`src/rtl/wb_data_bridge.sv`:
```
`default_nettype none
// +----------------------------------------------------------------------------+
// | Module      : wb_data_bridge                                               |
// | Description : Registered bridge from the core req/ack data port to the     |
// |               Wishbone-style data memory bus. Latches one request, runs a  |
// |               single bus cycle, returns a one-cycle core_ack.              |
// |               Optional bus watchdog enabled by defining BRIDGE_TIMEOUT_EN. |
// | Revision    : 1.0 - initial release                                        |
// +----------------------------------------------------------------------------+
module wb_data_bridge #(
    parameter int ADDR_WIDTH     = 32,
    parameter int DATA_WIDTH     = 32,
    parameter int TIMEOUT_CYCLES = 255
) (
    input  logic                  sys_clk,
    input  logic                  rst_n,
    input  logic                  core_req,
    input  logic [ADDR_WIDTH-1:0] core_addr,
    input  logic                  core_wr_en,
    input  logic [DATA_WIDTH-1:0] core_wr_data,
    input  logic [3:0]            core_mask,
    output logic [DATA_WIDTH-1:0] core_rd_data,
    output logic                  core_ack,
    output logic                  data_mem_cyc,
    output logic                  data_mem_stb,
    output logic                  data_mem_we,
    output logic [3:0]            data_mem_wstrb,
    output logic [ADDR_WIDTH-1:0] data_mem_addr,
    output logic [DATA_WIDTH-1:0] data_mem_data_out,
    input  logic [DATA_WIDTH-1:0] data_mem_data_in,
    input  logic                  data_mem_ack,
    output logic                  bus_error
);

    typedef enum logic [1:0] {
        S_IDLE = 2'd0,
        S_BUS  = 2'd1,
        S_RESP = 2'd2
    } state_t;

    // Only a 32-bit data path with 4 byte strobes and a 16-bit watchdog count
    // are supported; an illegal configuration elaborates this marker block.
    if (DATA_WIDTH != 32 || TIMEOUT_CYCLES < 1 || TIMEOUT_CYCLES > 65535) begin : g_bad_config
        logic unsupported_configuration;
    end

    state_t                r_state;
    logic [ADDR_WIDTH-1:0] r_req_addr;
    logic                  r_req_we;
    logic [DATA_WIDTH-1:0] r_req_wdata;
    logic [3:0]            r_req_mask;
    logic [DATA_WIDTH-1:0] r_rd_data;
    logic                  r_ack;
    logic                  w_in_bus;

`ifdef BRIDGE_TIMEOUT_EN
    localparam logic [DATA_WIDTH-1:0] c_abort_data   = DATA_WIDTH'(32'hDEADBEEF);
    localparam logic [15:0]           c_timeout_last = 16'(TIMEOUT_CYCLES - 1);

    logic [15:0] r_count;
    logic        r_bus_error;

    // Request FSM with watchdog: an unanswered bus cycle is aborted after
    // TIMEOUT_CYCLES cycles of strobe; a same-cycle ack still wins.
    always_ff @(posedge sys_clk or negedge rst_n) begin
        if (!rst_n) begin
            r_state     <= S_IDLE;
            r_req_addr  <= '0;
            r_req_we    <= 1'b0;
            r_req_wdata <= '0;
            r_req_mask  <= 4'h0;
            r_rd_data   <= '0;
            r_ack       <= 1'b0;
            r_bus_error <= 1'b0;
            r_count     <= 16'h0;
        end else begin
            r_ack       <= 1'b0;
            r_bus_error <= 1'b0;
            case (r_state)
                S_IDLE: begin
                    if (core_req) begin
                        r_req_addr  <= core_addr;
                        r_req_we    <= core_wr_en;
                        r_req_wdata <= core_wr_data;
                        r_req_mask  <= core_mask;
                        r_count     <= 16'h0;
                        r_state     <= S_BUS;
                    end
                end
                S_BUS: begin
                    if (data_mem_ack) begin
                        if (!r_req_we) begin
                            r_rd_data <= data_mem_data_in;
                        end
                        r_ack   <= 1'b1;
                        r_state <= S_RESP;
                    end else if (r_count == c_timeout_last) begin
                        if (!r_req_we) begin
                            r_rd_data <= c_abort_data;
                        end
                        r_ack       <= 1'b1;
                        r_bus_error <= 1'b1;
                        r_state     <= S_RESP;
                    end else begin
                        r_count <= r_count + 16'h1;
                    end
                end
                S_RESP:  r_state <= S_IDLE;
                default: r_state <= S_IDLE;
            endcase
        end
    end

    assign bus_error = r_bus_error;
`else
    // Request FSM: BUS waits as long as it takes for the bus acknowledge.
    always_ff @(posedge sys_clk or negedge rst_n) begin
        if (!rst_n) begin
            r_state     <= S_IDLE;
            r_req_addr  <= '0;
            r_req_we    <= 1'b0;
            r_req_wdata <= '0;
            r_req_mask  <= 4'h0;
            r_rd_data   <= '0;
            r_ack       <= 1'b0;
        end else begin
            r_ack <= 1'b0;
            case (r_state)
                S_IDLE: begin
                    if (core_req) begin
                        r_req_addr  <= core_addr;
                        r_req_we    <= core_wr_en;
                        r_req_wdata <= core_wr_data;
                        r_req_mask  <= core_mask;
                        r_state     <= S_BUS;
                    end
                end
                S_BUS: begin
                    if (data_mem_ack) begin
                        if (!r_req_we) begin
                            r_rd_data <= data_mem_data_in;
                        end
                        r_ack   <= 1'b1;
                        r_state <= S_RESP;
                    end
                end
                S_RESP:  r_state <= S_IDLE;
                default: r_state <= S_IDLE;
            endcase
        end
    end

    assign bus_error = 1'b0;
`endif

    // Bus signals are decoded from state and the request registers only, so
    // they fall to zero the moment reset clears the state register.
    assign w_in_bus          = (r_state == S_BUS);
    assign data_mem_cyc      = w_in_bus;
    assign data_mem_stb      = w_in_bus;
    assign data_mem_we       = w_in_bus & r_req_we;
    assign data_mem_wstrb    = (w_in_bus && r_req_we) ? r_req_mask : 4'h0;
    assign data_mem_addr     = w_in_bus ? r_req_addr : '0;
    assign data_mem_data_out = w_in_bus ? r_req_wdata : '0;
    assign core_rd_data      = r_rd_data;
    assign core_ack          = r_ack;

endmodule
`default_nettype wire
```
`config.mk`:
```
export PLATFORM = sky130hd
export DESIGN_NAME = wb_data_bridge
export DESIGN_NICKNAME = d
export VERILOG_FILES = /design/src/rtl/wb_data_bridge.sv
export SDC_FILE = /design/constraint.sdc
export NUM_CORES = 1
export LEC_CHECK = 0
export CAP_MARGIN = 10
export CORE_UTILIZATION = 44
export DETAILED_ROUTE_END_ITERATION = 12
export PLACE_DENSITY = 0.85
export SYNTH_ARGS = -nofsm -noshare
export SYNTH_HDL_FRONTEND = slang
export SYNTH_SLANG_ARGS = --single-unit
```
`constraint.sdc`:
```
create_clock -name sys_clk -period 3.11 [get_ports sys_clk]
set_clock_uncertainty 0.15 [all_clocks]
set_input_delay 0.311 -clock sys_clk [delete_from_list [all_inputs] [get_ports sys_clk]]
set_output_delay 0.311 -clock sys_clk [all_outputs]
set_load 0.005 [all_outputs]
```
# Word-level counts from Yosys, hierarchy flattened
# Cells that the tools add are included.
[op_classes]
add_sub_neg = 0
mul = 0
div_mod_pow = 0
n_lt_le_gt_ge = 0
eq_ne = 3
shifts = 0
mux = 8
bitwise = 2
reduce_logical = 5
[ops]
columns = ["operator", "count"]
rows = [
  ["$mux W32", 2],
  ["$mux W2", 2],
  ["$mux W4", 1],
  ["$ne A2 B2 Y1 const B", 2],
  ["$pmux W2 S2", 1],
  ["$reduce_and A2 Y1", 2],
  ["$reduce_and A3 Y1", 1],
  ["$eq A2 B1 Y1 const B", 1],
  ["$logic_not A2 Y1", 1],
  ["$mux W1", 2],
  ["$and A1 B1 Y1", 1],
  ["$logic_and A1 B1 Y1", 1],
  ["$not A1 Y1", 1],
]
[word_totals]
regBits = 104
latchBits = 0
ram_bits = 0
rom_bits = 0
inputBits = 105
out_inout_bits = 105
wordCells = 25
n_memories = 0

# Longest topological paths before layout
[logic_depth]
depth_word = 3
ltp_mapped = 4
mapped_depth_nobuf = 2

# Least setup slack after synthesis
# OpenSTA, ideal clock, no wires.
[synth_path]
path_type = "register to register"
from = "reg r_state[0]"
to = "reg r_req_addr[10]"
arrival_ns = 1.329
setup_slack_ns = 1.504
stages_incl_launch_ff = 5
path_buffers = 2
period_less_slack_ns = 1.606
cell_sequence = "dfrtp_1 > nor3b_2 > buf_4 > buf_6 > mux2_1"
[synth_via]
elab_chain_cells = 2
[synth_rtl]
columns = ["element", "line", "rtl"]
rows = [
  ["start: declaration", "47", "state_t r_state;"],
  ["start signal: assignment", "119", "r_state <= S_IDLE;"],
  ["start signal: assignment", "135", "r_state <= S_BUS;"],
  ["start signal: assignment", "144", "r_state <= S_RESP;"],
  ["$logic_not A2 Y1", "128", "case (r_state)"],
  ["$reduce_and A2 Y1 (no line)", "n/a", ""],
  ["end signal: assignment", "131", "r_req_addr <= core_addr;"],
  ["end: declaration", "48", "logic [ADDR_WIDTH-1:0] r_req_addr;"],
]
# Every way passes these cells.
# A chain may end at the register's enable or synchronous reset.

# Final worst setup path
[layout_path]
from = "reg r_state[0]"
to = "out data_mem_addr[0]"
[layout_via]
elab_chain_cells = 2
[layout_rtl]
columns = ["element", "line", "rtl"]
rows = [
  ["$eq A2 B1 Y1", "158", "assign w_in_bus = (r_state == S_BUS);"],
  ["$mux W32", "163", "assign data_mem_addr = w_in_bus ? r_req_addr : '0;"],
  ["end: declaration", "28", "output logic [ADDR_WIDTH-1:0] data_mem_addr,"],
]
# Every way passes these cells.

==> reports/summary.log <==
[synthesis] Warnings, synthesis 0
[hold_path] worst min-delay path category flop to flop
[die] total core area 9420 µm²
[place] Detail Placement HPWL 7510 µm
[cts] clock root cell clkbuf_8
[cells_and_area] sequential standard cell area 2600 µm²
[sta] sum of negative setup slack 0 ns
[cts] Num Clock Sinks 104
[route] number of DRC violations after detailed routing 0
[die] I/O pin total 210
[synthesis] number of unique standard cell types used by synthesis 16
[route] detailed-routing iteration count for the pre-antenna-repair pass 3
[synthesis] dominant cells by area after synthesis dfrtp_1 60%, mux2_2 23%, and2_1 9.6%
[cts] clock-pin slew of the registers on the worst-case setup and hold paths 0.09 ns
[synthesis] cell taking the most area after synthesis dfrtp_1
[setup_path] endpoint arrival time on the critical path 2.02 ns
[cells_and_area] fillers 702
[cells_and_area] leading cell type in the layout, fill and taps excluded clkdlybuf4s50_1
[power] power after layout 5.21 mW
[setup_path] Req. time, crit path 2.65 ns
[cts] Clk Latency, worst-skew pair 0.33 ns
[run] count of max-cap constraint violations 0
[cts] quantity of gates resized following cts 0
[die] die area 10300 µm²
[setup_path] worst setup path category flop to primary output
[route] violation count after the first detailed-routing iteration 53
[setup_path] kind of cell with the highest combined delay on the critical path buffers and inverters
[setup_path] critical path launch point type flop
[die] Starting Density 46.2%
[grt] sum of overflow across all layers after global routing 0
[place] count of buffers inserted at the top-level ports 208
[setup_path] slowest stage delay, CP 0.53 ns
[synthesis] number of standard cells after synthesis 304
[setup_path] highest net fanout along the worst path 43
[grt] number of global-route vias before repair 3282
[setup_path] slowest CP cell clkdlybuf4s50_1
[synthesis] syn_nets 409
[cells_and_area] post-synthesis to final-layout area growth 56.0%
[sta] number of failing hold endpoints at the final stage 0
[route] DRT antenna net count 0
[setup_path] crit path cell chain nor2b_4 > buf_4 > and2_1 > clkdlybuf4s50_1
[cells_and_area] total inserted antenna cells 0
[cells_and_area] ratio of cells with drive above 1 in the final layout 22.0%
[sta] final setup fails 0
[cts] CTS tree built
[cells_and_area] leading cell types in the layout, fill and taps excluded 207 x clkdlybuf4s50_1, 104 x dfrtp_1, 89 x mux2_2
[sta] Tightest Pin Transition 0.616 ns
[grt] number of antenna violations at the first check in global routing 0
[route] via count 3078
[sta] final cycle utilization of the critical path 79.8%
[run_status] outcome complete, no violations
[grt] pin count of the biggest net entering global routing 59
[sta] worst max-slew margin expressed relative to the limit 58.9%
[grt] total global-route track usage 20.1%
[power] standby leakage power 2.78 nW
[sta] min cycle time layout 2.48 ns
[sta] unrepaired setup endpoints after global routing no
[cells_and_area] nets 614
[synthesis] Synth top area share 59.8%
[grt] wire length of the first global-routing pass 15900 µm
[synthesis] share of the yosys chip area belonging to registers 59.8%
[route] Post-Route WL 10000 µm
[sta] fin. max-slew vios 0
[setup_path] number of buffer and inverter instances along the worst setup path 2
[route] mean routed wirelength per cell 15.7 µm
[cts] maximum level of the CTS H-tree 3
[cts] clk buf depth 2
[route] via/cell ratio 4.79
[setup_path] endpoint type of the worst setup path primary output
[synthesis] register bit count reported by yosys 104
[power] peak supply drop 473 µV
[cts] number of buffers created by CTS 9
[die] Die Span Y 101 µm
[die] row count 35
[place] routability cong. 0.737
[sta] highest clock rate 403 MHz
[synthesis] Post-Synthesis Mean Instance Area 14.3 µm²
[power] PD cells 767 nW/µm²
[cells_and_area] Multi-input gate area 1660 µm²
[synthesis] Mapped Area 4350 µm²
[die] die width 101 µm
==> stage by stage <==
stage	utilization, %	hold WS [ns]	instances	setup WS (ns)	instance area [µm²]
finish	72.1	0.335	642	0.629	6790
global route	72.1	0.345	642	0.475	6790
CTS	72.1	0.340	642	0.586	6790
global placement	69.8	0.205	626	0.956	6570
detailed placement	69.8	0.212	626	0.917	6570
floorplan	-	-0.135	304	1.50	4350
==> synthesized netlist by cell type <==
master and n:
and2_1 67, clkbuf_1 7, conb_1 1, a21oi_1 1, nor3b_2 1, dfrtp_1 104
buf_2 6, buf_4 6, and3_1 4, mux2_2 89, clkbuf_2 1, mux2_1 12
nor4bb_1 1, nand2b_1 2, nor2b_1 1, buf_6 1
==> path summary, 6_finish.rpt <==
kind                                           endpoint                        from  slack, ns  cells past startpoint
max in group asynchronous  core_rd_data[29]$_DFFE_PN0P_                       rst_n       1.69                      3
hold / removal               r_req_addr[11]$_DFFE_PN0P_  r_req_addr[11]$_DFFE_PN0P_       0.33                      1
hold reg to reg              r_req_addr[11]$_DFFE_PN0P_  r_req_addr[11]$_DFFE_PN0P_       0.33                      1
setup reg to reg           core_rd_data[26]$_DFFE_PN0P_        r_req_we$_DFFE_PN0P_       1.27                      3
setup / recovery                       data_mem_addr[0]      r_state[0]$_DFFE_PN0P_       0.63                      4
min in group asynchronous  core_rd_data[30]$_DFFE_PN0P_                       rst_n       0.37                      2
==> repair_timing <==
| action | CTS | global route |
|---|---|---|
| hold buffers | 1 | 0 |
| buffers inserted | 0 | 0 |
| endpoints found under the hold margin | 46 | 0 |
==> routing by layer <==
metal,routed length (µm),vias to the layer above,GRT usage (%)
met5,0,-,0
met4,294,0,9.03
met3,881,25,6.90
met2,5100,137,35.0
met1,3770,1491,22.4
li1,-,1425,-
==> where the power goes <==
part | total, mW | leakage [nW] | internal [mW] | switching, mW
registers | 2.21 | 1.23 | 1.93 | 0.279
clock network | 0.852 | 0.102 | 0.435 | 0.417
logic | 2.15 | 1.45 | 1.49 | 0.658
==> worst reg2reg max path, stage by stage (launching register included) <==
cell and delay (ns):
dfrtp_1 0.48, nor4bb_4 0.30, buf_4 0.40, mux2_2 0.39
==> cell type report <==
class                      count  share of cell area, %
tap                          129                   2.38
sequential                   104                   38.3
clock buffer                  13                   2.49
timing repair buffer         215                   31.8
clock inverter                 2                  0.553
multi-input combinational    179                   24.5
==> sequential cells by signal (all words and copies together), names as in the netlist <==
signal	count
core_ack	1
r_req_we	1
r_req_addr	32
core_rd_data	32
r_req_wdata	32
r_state	2
r_req_mask	4
==> cell families after synthesis <==
logic type | count (synthesis) | share of synthesized area (%)
simple gates | 76 | 11.2
other cells | 1 | 0.0862
compound gates | 1 | 0.115
buf+inv | 21 | 2.70
mux | 101 | 26.1
flops | 104 | 59.8
Power figures use the tool's default switching activity.
